[src/rtl/aur_tx_pkt_arbiter_pkg.sv]
// Shared arbiter definitions: one-hot FSM state encodings, default buffer
// depth and a small index helper.
//
// Contents:
//   arb_state_e          IDLE = 2'b01, XFER = 2'b10 (one-hot)
//   DEF_FIFO_DEPTH_BITS  log2 of the default per-port buffer depth
//   wrap_inc()           index + 1 modulo a port count
package aur_tx_pkt_arbiter_pkg;

  typedef enum logic [1:0] {
    ST_IDLE = 2'b01,
    ST_XFER = 2'b10
  } arb_state_e;

  localparam int unsigned DEF_DATA_WIDTH      = 64;
  localparam int unsigned DEF_NUM_PORTS       = 4;
  localparam int unsigned DEF_FIFO_DEPTH_BITS = 3;

  // Next index with wrap-around at n.
  function automatic int unsigned wrap_inc(input int unsigned idx, input int unsigned n);
    return (idx + 1 >= n) ? 0 : idx + 1;
  endfunction

endpackage

[src/rtl/aur_tx_pkt_arbiter_if.sv]
// Bus bundle between the upstream output-queue requesters, the arbiter and
// the Aurora tx queue.
//
// Signals:
//   in_data  [NUM_PORTS*DATA_WIDTH]  per-port words, port p at [p*DATA_WIDTH +: DATA_WIDTH]
//   in_ctrl  [NUM_PORTS*CTRL_WIDTH]  per-port ctrl,  port p at [p*CTRL_WIDTH +: CTRL_WIDTH]
//   in_wr    [NUM_PORTS]             per-port write strobe
//   in_rdy   [NUM_PORTS]             per-port buffer has room (<= depth-2 words)
//   out_data [DATA_WIDTH]            word to tx queue
//   out_ctrl [CTRL_WIDTH]            ctrl to tx queue
//   out_wr                           write strobe to tx queue
//   out_rdy                          tx queue not almost full
//   grant    [NUM_PORTS]             one-hot current owner, 0 when idle
// Modports: master = requesters/tx-queue side, slave = arbiter.
interface aur_tx_pkt_arbiter_if #(
  parameter int unsigned DATA_WIDTH = 64,
  parameter int unsigned CTRL_WIDTH = DATA_WIDTH / 8,
  parameter int unsigned NUM_PORTS  = 4
);
  logic [NUM_PORTS*DATA_WIDTH-1:0] in_data;
  logic [NUM_PORTS*CTRL_WIDTH-1:0] in_ctrl;
  logic [NUM_PORTS-1:0]            in_wr;
  logic [NUM_PORTS-1:0]            in_rdy;
  logic [DATA_WIDTH-1:0]           out_data;
  logic [CTRL_WIDTH-1:0]           out_ctrl;
  logic                            out_wr;
  logic                            out_rdy;
  logic [NUM_PORTS-1:0]            grant;

  modport master (
    output in_data, in_ctrl, in_wr, out_rdy,
    input  in_rdy, out_data, out_ctrl, out_wr, grant
  );

  modport slave (
    input  in_data, in_ctrl, in_wr, out_rdy,
    output in_rdy, out_data, out_ctrl, out_wr, grant
  );

endinterface

[src/rtl/aur_arb_in_fifo.sv]
// Per-port synchronous fall-through buffer for the packet arbiter.
// The head word is visible on rd_data_c while the buffer is non-empty.
//
// Ports:
//   clk, reset   core clock, synchronous active-high reset (flushes buffer)
//   wr_en/wr_data  write side; a write to a full buffer is dropped
//   rd_en          pop the head word (ignored when empty)
//   rd_data_c      head word (combinational from storage)
//   empty, full, count  occupancy status
//   prog_rdy       registered, high while occupancy <= depth-2
module aur_arb_in_fifo
  import aur_tx_pkt_arbiter_pkg::*;
#(
  parameter int unsigned WIDTH      = 72,
  parameter int unsigned DEPTH_BITS = DEF_FIFO_DEPTH_BITS
) (
  input  logic                  clk,
  input  logic                  reset,
  input  logic                  wr_en,
  input  logic [WIDTH-1:0]      wr_data,
  input  logic                  rd_en,
  output logic [WIDTH-1:0]      rd_data_c,
  output logic                  empty,
  output logic                  full,
  output logic [DEPTH_BITS:0]   count,
  output logic                  prog_rdy
);

  localparam int unsigned DEPTH = 1 << DEPTH_BITS;
  localparam int unsigned CNT_W = DEPTH_BITS + 1;
  localparam logic [CNT_W-1:0] PROG_THRESH = CNT_W'(DEPTH - 2);
  localparam logic [CNT_W-1:0] FULL_CNT    = CNT_W'(DEPTH);

  logic [WIDTH-1:0]      mem_q [DEPTH];
  logic [DEPTH_BITS-1:0] wr_ptr_q;
  logic [DEPTH_BITS-1:0] rd_ptr_q;
  logic [CNT_W-1:0]      count_q;
  logic [CNT_W-1:0]      count_nxt_c;
  logic                  prog_rdy_q;
  logic                  wr_ok_c;
  logic                  rd_ok_c;

  assign empty     = (count_q == '0);
  assign full      = (count_q == FULL_CNT);
  assign count     = count_q;
  assign prog_rdy  = prog_rdy_q;
  assign rd_data_c = mem_q[rd_ptr_q];

  assign wr_ok_c = wr_en && !full;
  assign rd_ok_c = rd_en && !empty;

  // Occupancy after this cycle's write/pop.
  always_comb begin
    count_nxt_c = count_q;
    if (wr_ok_c && !rd_ok_c) begin
      count_nxt_c = count_q + CNT_W'(1);
    end else if (!wr_ok_c && rd_ok_c) begin
      count_nxt_c = count_q - CNT_W'(1);
    end
  end

  // Storage needs no reset; pointers and count define validity.
  always_ff @(posedge clk) begin
    if (wr_ok_c) begin
      mem_q[wr_ptr_q] <= wr_data;
    end
  end

  // Pointers, occupancy and registered ready.
  always_ff @(posedge clk) begin
    if (reset) begin
      wr_ptr_q   <= '0;
      rd_ptr_q   <= '0;
      count_q    <= '0;
      prog_rdy_q <= 1'b1;
    end else begin
      if (wr_ok_c) begin
        wr_ptr_q <= wr_ptr_q + DEPTH_BITS'(1);
      end
      if (rd_ok_c) begin
        rd_ptr_q <= rd_ptr_q + DEPTH_BITS'(1);
      end
      count_q    <= count_nxt_c;
      prog_rdy_q <= (count_nxt_c <= PROG_THRESH);
    end
  end

  // A write into a full buffer loses the word.
  overflow_chk: assert property (@(posedge clk) disable iff (reset) !(wr_en && full))
    else $error("aur_arb_in_fifo: write to full buffer, word dropped");

endmodule

[src/rtl/aur_tx_pkt_arbiter.sv]
// Packet-granular arbiter sharing one Aurora tx queue among NUM_PORTS
// upstream requesters. Each port has a small fall-through buffer; one port
// is granted at a time and keeps the grant until its end-of-packet word is
// forwarded. Framing per port: ctrl!=0 outside a packet is a header,
// ctrl==0 is data (enters packet), ctrl!=0 inside a packet is EOP.
//
// Build option: define AUR_ARB_STRICT_PRIO_EN to make every idle scan start
// at port 0 (lowest index wins) instead of round-robin.
//
// Ports:
//   clk    core clock
//   reset  synchronous, active-high
//   bus    aur_tx_pkt_arbiter_if.slave: in_data/in_ctrl/in_wr/in_rdy per
//          port, registered out_data/out_ctrl/out_wr, out_rdy, one-hot grant
module aur_tx_pkt_arbiter
  import aur_tx_pkt_arbiter_pkg::*;
#(
  parameter int unsigned DATA_WIDTH      = DEF_DATA_WIDTH,
  parameter int unsigned CTRL_WIDTH      = DATA_WIDTH / 8,
  parameter int unsigned NUM_PORTS       = DEF_NUM_PORTS,
  parameter int unsigned FIFO_DEPTH_BITS = DEF_FIFO_DEPTH_BITS
) (
  input  logic                 clk,
  input  logic                 reset,
  aur_tx_pkt_arbiter_if.slave  bus
);

  localparam int unsigned WORD_W = DATA_WIDTH + CTRL_WIDTH;
  localparam int unsigned IDX_W  = $clog2(NUM_PORTS);
  localparam int unsigned CNT_W  = FIFO_DEPTH_BITS + 1;

  logic [NUM_PORTS-1:0][WORD_W-1:0] fifo_rd_c;
  logic [NUM_PORTS-1:0][CNT_W-1:0]  fifo_count;
  logic [NUM_PORTS-1:0]             fifo_empty;
  logic [NUM_PORTS-1:0]             fifo_full;
  logic [NUM_PORTS-1:0]             fifo_prog_rdy;
  logic [NUM_PORTS-1:0]             fifo_rd_en_c;
  logic                             unused_fifo_status_c;

  arb_state_e            state_q;
  logic [NUM_PORTS-1:0]  grant_q;
  logic [IDX_W-1:0]      gidx_q;
  logic [NUM_PORTS-1:0]  in_pkt_q;
  logic                  out_wr_q;
  logic [DATA_WIDTH-1:0] out_data_q;
  logic [CTRL_WIDTH-1:0] out_ctrl_q;

  logic [IDX_W-1:0]      scan_start_c;
  logic [IDX_W-1:0]      win_idx_c;
  logic                  win_vld_c;
  logic [WORD_W-1:0]     cur_word_c;
  logic [CTRL_WIDTH-1:0] cur_ctrl_c;
  logic                  pop_c;
  logic                  eop_c;

  // Per-port input buffers.
  for (genvar p = 0; p < NUM_PORTS; p++) begin : g_in_fifo
    aur_arb_in_fifo #(
      .WIDTH      (WORD_W),
      .DEPTH_BITS (FIFO_DEPTH_BITS)
    ) u_fifo (
      .clk       (clk),
      .reset     (reset),
      .wr_en     (bus.in_wr[p]),
      .wr_data   ({bus.in_ctrl[p*CTRL_WIDTH +: CTRL_WIDTH],
                   bus.in_data[p*DATA_WIDTH +: DATA_WIDTH]}),
      .rd_en     (fifo_rd_en_c[p]),
      .rd_data_c (fifo_rd_c[p]),
      .empty     (fifo_empty[p]),
      .full      (fifo_full[p]),
      .count     (fifo_count[p]),
      .prog_rdy  (fifo_prog_rdy[p])
    );
  end

  // Occupancy detail is not needed by the arbiter itself.
  assign unused_fifo_status_c = ^{fifo_full, fifo_count};

`ifdef AUR_ARB_STRICT_PRIO_EN
  assign scan_start_c = '0;
`else
  logic [IDX_W-1:0] ptr_q;
  assign scan_start_c = ptr_q;
`endif

  // First non-empty port at or above scan_start_c, with wrap-around.
  // Scanning from the far end lets the nearest hit overwrite earlier ones.
  always_comb begin
    logic [IDX_W-1:0] cand;
    cand      = '0;
    win_vld_c = 1'b0;
    win_idx_c = '0;
    for (int i = int'(NUM_PORTS) - 1; i >= 0; i--) begin
      cand = IDX_W'((32'(scan_start_c) + 32'(i)) % NUM_PORTS);
      if (!fifo_empty[cand]) begin
        win_vld_c = 1'b1;
        win_idx_c = cand;
      end
    end
  end

  assign cur_word_c = fifo_rd_c[gidx_q];
  assign cur_ctrl_c = cur_word_c[DATA_WIDTH +: CTRL_WIDTH];
  assign pop_c      = (state_q == ST_XFER) && !fifo_empty[gidx_q] && bus.out_rdy;
  assign eop_c      = pop_c && (cur_ctrl_c != '0) && in_pkt_q[gidx_q];

  // Only the granted buffer is ever popped.
  always_comb begin
    fifo_rd_en_c         = '0;
    fifo_rd_en_c[gidx_q] = pop_c;
  end

  // Arbiter FSM, framing state, pointer and registered output stage.
  always_ff @(posedge clk) begin
    if (reset) begin
      state_q    <= ST_IDLE;
      grant_q    <= '0;
      gidx_q     <= '0;
      in_pkt_q   <= '0;
      out_wr_q   <= 1'b0;
      out_data_q <= '0;
      out_ctrl_q <= '0;
`ifndef AUR_ARB_STRICT_PRIO_EN
      ptr_q      <= '0;
`endif
    end else begin
      out_wr_q <= 1'b0;
      case (state_q)
        ST_IDLE: begin
          if (win_vld_c) begin
            state_q <= ST_XFER;
            gidx_q  <= win_idx_c;
            grant_q <= NUM_PORTS'(1) << win_idx_c;
          end
        end
        ST_XFER: begin
          if (pop_c) begin
            out_wr_q   <= 1'b1;
            out_data_q <= cur_word_c[DATA_WIDTH-1:0];
            out_ctrl_q <= cur_ctrl_c;
            if (eop_c) begin
              in_pkt_q[gidx_q] <= 1'b0;
              state_q          <= ST_IDLE;
              grant_q          <= '0;
`ifndef AUR_ARB_STRICT_PRIO_EN
              ptr_q            <= IDX_W'(wrap_inc(32'(gidx_q), NUM_PORTS));
`endif
            end else if (cur_ctrl_c == '0) begin
              in_pkt_q[gidx_q] <= 1'b1;
            end
          end
        end
        default: begin
          state_q <= ST_IDLE;
          grant_q <= '0;
        end
      endcase
    end
  end

  assign bus.in_rdy   = fifo_prog_rdy;
  assign bus.out_data = out_data_q;
  assign bus.out_ctrl = out_ctrl_q;
  assign bus.out_wr   = out_wr_q;
  assign bus.grant    = grant_q;

endmodule

[src/flat_wrapper.sv]
// flat-port wrapper written by rule: the top's interface ports become plain ports
module aur_tx_pkt_arbiter_flat import aur_tx_pkt_arbiter_pkg::*;
#(
  parameter int unsigned DATA_WIDTH      = DEF_DATA_WIDTH,
  parameter int unsigned CTRL_WIDTH      = DATA_WIDTH / 8,
  parameter int unsigned NUM_PORTS       = DEF_NUM_PORTS,
  parameter int unsigned FIFO_DEPTH_BITS = DEF_FIFO_DEPTH_BITS
)
  (clk, reset, bus_in_data, bus_in_ctrl, bus_in_wr, bus_out_rdy, bus_in_rdy, bus_out_data, bus_out_ctrl, bus_out_wr, bus_grant);
  aur_tx_pkt_arbiter_if #(.DATA_WIDTH(DATA_WIDTH), .CTRL_WIDTH(CTRL_WIDTH), .NUM_PORTS(NUM_PORTS)) bus_i ();
  input  logic clk;
  input  logic reset;
  input wire logic [$bits(bus_i.in_data)-1:0] bus_in_data;
  input wire logic [$bits(bus_i.in_ctrl)-1:0] bus_in_ctrl;
  input wire logic [$bits(bus_i.in_wr)-1:0] bus_in_wr;
  input wire logic [$bits(bus_i.out_rdy)-1:0] bus_out_rdy;
  output wire logic [$bits(bus_i.in_rdy)-1:0] bus_in_rdy;
  output wire logic [$bits(bus_i.out_data)-1:0] bus_out_data;
  output wire logic [$bits(bus_i.out_ctrl)-1:0] bus_out_ctrl;
  output wire logic [$bits(bus_i.out_wr)-1:0] bus_out_wr;
  output wire logic [$bits(bus_i.grant)-1:0] bus_grant;
  assign bus_i.in_data = bus_in_data;
  assign bus_i.in_ctrl = bus_in_ctrl;
  assign bus_i.in_wr = bus_in_wr;
  assign bus_i.out_rdy = bus_out_rdy;
  assign bus_in_rdy = bus_i.in_rdy;
  assign bus_out_data = bus_i.out_data;
  assign bus_out_ctrl = bus_i.out_ctrl;
  assign bus_out_wr = bus_i.out_wr;
  assign bus_grant = bus_i.grant;
  aur_tx_pkt_arbiter #(.DATA_WIDTH(DATA_WIDTH), .CTRL_WIDTH(CTRL_WIDTH), .NUM_PORTS(NUM_PORTS), .FIFO_DEPTH_BITS(FIFO_DEPTH_BITS)) u_core (.clk(clk), .reset(reset), .bus(bus_i));
endmodule
[config.mk]
export PLATFORM = sky130hd
export DESIGN_NAME = aur_tx_pkt_arbiter_flat
export DESIGN_NICKNAME = d
export VERILOG_FILES = /design/src/rtl/aur_tx_pkt_arbiter_pkg.sv /design/src/rtl/aur_tx_pkt_arbiter_if.sv /design/src/rtl/aur_arb_in_fifo.sv /design/src/rtl/aur_tx_pkt_arbiter.sv /design/src/flat_wrapper.sv
export SDC_FILE = /design/constraint.sdc
export NUM_CORES = 2
export LEC_CHECK = 0
export ABC_AREA = 0
export BUFFER_PORTS_ARGS = -buffer_cell sky130_fd_sc_hd__buf_2
export CORE_MARGIN = 8
export CORE_UTILIZATION = 25
export DETAILED_ROUTE_END_ITERATION = 12
export SYNTH_ARGS = -nofsm -noshare
export SYNTH_HDL_FRONTEND = slang
export SYNTH_SLANG_ARGS = --single-unit
[constraint.sdc]
create_clock -name clk -period 14.65 [get_ports clk]
set_input_delay 2.93 -clock clk [delete_from_list [all_inputs] [get_ports clk]]
set_output_delay 2.93 -clock clk [all_outputs]
set_load 0.02 [all_outputs]
==> results.sh <==
export IMPL_ys_ff_latch=2447
export IMPL_tightest_slew_ns=1.202
export IMPL_tritoncts="built"
export IMPL_yosys_area_top_type="edfxtp_1"
export IMPL_met3_length_um=22280
export IMPL_arrival_ns=5.60
export IMPL_rows=224
export IMPL_worstSetupPathType="primary input to flop"
export IMPL_dp_cells=9411
export IMPL_setup_viol=0
export IMPL_ff2ff_setup_slack_ns=9.93
export IMPL_crit_path_top_delay_cell="nor2_4"
export IMPL_syn_area_um2=93600
export IMPL_path_max_fanout=41
export IMPL_detail_route_antenna_nets=0
export IMPL_leakage_nw=32.75
export IMPL_drv_slew=0
export IMPL_cts_num_sinks=2447
export IMPL_drive_above_1_share_pct=30.10
export IMPL_grt_max_degree=88
export IMPL_gp_congestion=0.7700
export IMPL_detail_route_wirelength_met1_um=99040
export IMPL_drc=0
export IMPL_synth_net_count=4520
export IMPL_worst_setup_path_start_kind="primary input"
export IMPL_area_growth_pct=16.96
export IMPL_fmax_mhz=195.0
export IMPL_total_power_mw=14.81
export IMPL_ys_warn_count=0
export IMPL_cts_buffers=231
export IMPL_start_util_pct=25.13
export IMPL_tns_ns=0
export IMPL_critPathMaxStageDelay_ns=1.00
export IMPL_hold_viol=0
export IMPL_reg2reg_depth=7
export IMPL_yosysTopAreaCellShare_pct=73.92
export IMPL_io_pins=376
export IMPL_wl_met2_um=131000
export IMPL_ys_types=59
export IMPL_cts_root_buf="clkbuf_16"
export IMPL_yosysSeqAreaShare_pct=76.97
export IMPL_clockBufferDepth=3
export IMPL_fin_nets=4988
export IMPL_grt_pass1_wl_um=362200
export IMPL_io_buffers=375
export IMPL_cts_hold_buf=0
export IMPL_reg2reg_to="u_core.bus.out_data[34]"
export IMPL_ctsHtreeMaxLevel=4
export IMPL_vias_per_cell=4.501
export IMPL_dieArea_um2=394200
export IMPL_avgSynthCellArea_um2=22.27
export IMPL_synthTopCellsByArea="edfxtp_1 74%, mux4_2 15%, mux2i_1 3.5%"
export IMPL_synth_cells=4204
export IMPL_max_cap_violations=0
export IMPL_hold_depth=2
export IMPL_core_area_um2=372500
export IMPL_irDropWorstVdd_mv=0.1134
export IMPL_grt_setup_unrepaired="false"
export IMPL_wire_per_inst_um=26.65
export IMPL_fin_crit_sh_pct=35.00
export IMPL_drt_initial_drc_count=3930
export IMPL_async_flop_share_pct=0
export IMPL_die_width_um=627.9
export IMPL_antenna_found_initial=281
export IMPL_place_hpwl_um=179500
export IMPL_worstSetupEndpointType="flop"
export IMPL_finClkSkew_ns=0.04945
export IMPL_run_status="finished clean"
export IMPL_clkLatencyLatePin_ns=0.85
export IMPL_synth_edf_count=2304
export IMPL_finalCriticalPeriod_ns=5.127
export IMPL_power_density_nw_per_um2=135.3
export IMPL_grtUsageTotal_pct=13.01
export IMPL_highest_layer="met5"
export IMPL_relSlewSlack_pct=19.66
export IMPL_clkTransAtPathRegs_ns=0.06
export IMPL_overflow=0
export IMPL_postCtsSetupBuffers=0
export IMPL_hold_path_class="flop to flop"
export IMPL_layoutNonFillerInstCount=9915
export IMPL_wirelength_um=264200
export IMPL_path_cells="buf_2 -> and2_1 -> nand2_1 -> nor2_4 -> buf_4"
export IMPL_die_y_um=627.9
export IMPL_grt_pass1_vias=44770
export IMPL_ctsResizeCount=0
export IMPL_worst_ep_required_time_ns=15.13
export IMPL_drtPass1Iterations=5
export IMPL_synth_ff_type="edfxtp_1"
export IMPL_num_vias=44630
[cells in the final DEF (no fill, tap or decap), types with 16 or more instances in the layout]
| cell | n |
|---|---|
| nand2_1 | 78 |
| mux2i_1 | 323 |
| a211oi_1 | 77 |
| mux4_2 | 610 |
| buf_2 | 374 |
| clkinv_2 | 40 |
| a22oi_1 | 30 |
| ha_1 | 21 |
| a21oi_1 | 26 |
| nand3_1 | 18 |
| clkbuf_1 | 49 |
| bufinv_16 | 30 |
| edfxtp_1 | 2304 |
| clkbuf_16 | 233 |
| diode_2 | 73 |
| nor2_1 | 124 |
| xnor2_1 | 18 |
| buf_4 | 85 |
| nor3_2 | 16 |
| clkinv_1 | 47 |
| dfxtp_1 | 131 |
| nand2b_1 | 24 |
[synthesized netlist by cell type, types with 3 or more instances]
| master | count |
|---|---|
| a21oi_1 | 26 |
| o21ai_0 | 7 |
| nor4_1 | 5 |
| xor2_1 | 10 |
| nand2b_1 | 24 |
| nand3b_1 | 3 |
| xnor2_1 | 18 |
| o211ai_1 | 5 |
| nand3_1 | 18 |
| mux4_2 | 610 |
| nor3_1 | 23 |
| buf_1 | 22 |
| a22oi_1 | 30 |
| nor2_1 | 136 |
| a32o_1 | 4 |
| a211oi_1 | 77 |
| clkbuf_1 | 114 |
| a31oi_1 | 10 |
| buf_2 | 76 |
| inv_1 | 15 |
| buf_4 | 5 |
| dfxtp_1 | 143 |
| edfxtp_1 | 2304 |
| or3_1 | 4 |
| buf_6 | 7 |
| and3_1 | 14 |
| and2_1 | 11 |
| mux2i_1 | 323 |
| nor2b_1 | 13 |
| or3b_1 | 3 |
| o22ai_1 | 5 |
| nand4_1 | 9 |
| ha_1 | 21 |
| nand2_1 | 78 |
[sequential cells by signal (all words and copies together) (netlist names), named ones only]
name	flops
u_core.bus.grant	4
u_core.bus.out_ctrl	8
u_core.bus.out_data	64
u_core.bus.out_wr	1
u_core.g_in_fifo.u_fifo.count	16
u_core.g_in_fifo.u_fifo.mem_q	2304
u_core.g_in_fifo.u_fifo.prog_rdy	4
u_core.g_in_fifo.u_fifo.rd_ptr_q	12
u_core.g_in_fifo.u_fifo.wr_ptr_q	12
u_core.gidx_q	2
u_core.ptr_q	2
u_core.state_q	2
[cell families after synthesis]
| family | Yosys count | share of synthesized area [%] |
|---|---|---|
| multiplexers | 935 | 18.16 |
| flip-flops | 2447 | 76.97 |
| AND/OR/NAND/NOR | 351 | 1.758 |
| buffers and inverters | 241 | 1.166 |
| adder cells (fa/ha/maj) | 22 | 0.2914 |
| AO/OA/AOI/OAI | 179 | 1.377 |
| XOR/XNOR | 29 | 0.2794 |
[power breakdown]
part | total (mW) | leakage (nW) | switching (mW) | internal (mW)
combinational | 0.846 | 6.89 | 0.548 | 0.298
clock | 6.07 | 3.77 | 2.57 | 3.50
sequential | 7.90 | 22.1 | 0.0645 | 7.83
[area by class of cell]
cell class,count,area [um^2]
fillers,35950,263000
flip-flops and latches,2447,72090
multi-input cells,1516,20660
well taps,4972,6221
clock buffers,293,6166
repair buffers,461,2541
clock inverters,138,1548
diodes,73,182.7
inverters,15,63.81
[worst max-delay path, delay by kind of cell]
family	cells	cell delay, ns
buf+inv	2	0.90
simple gates	3	1.64
[stage by stage]
stage / hold slack [ns] / setup slack [ns] / cell area, um^2 / util [%]
5_1_grt: 0.4910 / 9.459 / 109400 / 29.36
3_3_place_gp: 0.4530 / 8.694 / 101600 / 27.27
4_1_cts: 0.4598 / 9.536 / 109300 / 29.34
3_5_place_dp: 0.4515 / 8.613 / 101600 / 27.27
6_report: 0.4690 / 9.523 / 109500 / 29.39
2_1_floorplan: 0.4287 / 4.051 / 93600 / -
[per-layer routing]
layer	track usage, %	up-vias
met5	0	-
met4	4.748	86
met3	4.534	672
met2	22.19	1651
met1	15.13	23510
li1	-	18710
[how the worst max path moves through the flow]
| stage | from | endpoint |
|---|---|---|
| floorplan | bus_in_wr[2] | u_core.g_in_fifo[2].u_fifo.mem_q[0][0] |
| global placement | bus_in_wr[0] | u_core.g_in_fifo[0].u_fifo.mem_q[5][53] |
| detailed placement | bus_in_wr[0] | u_core.g_in_fifo[0].u_fifo.mem_q[5][57] |
| CTS | bus_in_wr[0] | u_core.g_in_fifo[0].u_fifo.mem_q[5][41] |
| global route | bus_in_wr[0] | u_core.g_in_fifo[0].u_fifo.mem_q[5][41] |
| finish | bus_in_wr[0] | u_core.g_in_fifo[0].u_fifo.mem_q[5][54] |
Note: power is estimated with default switching activity, not from simulation.
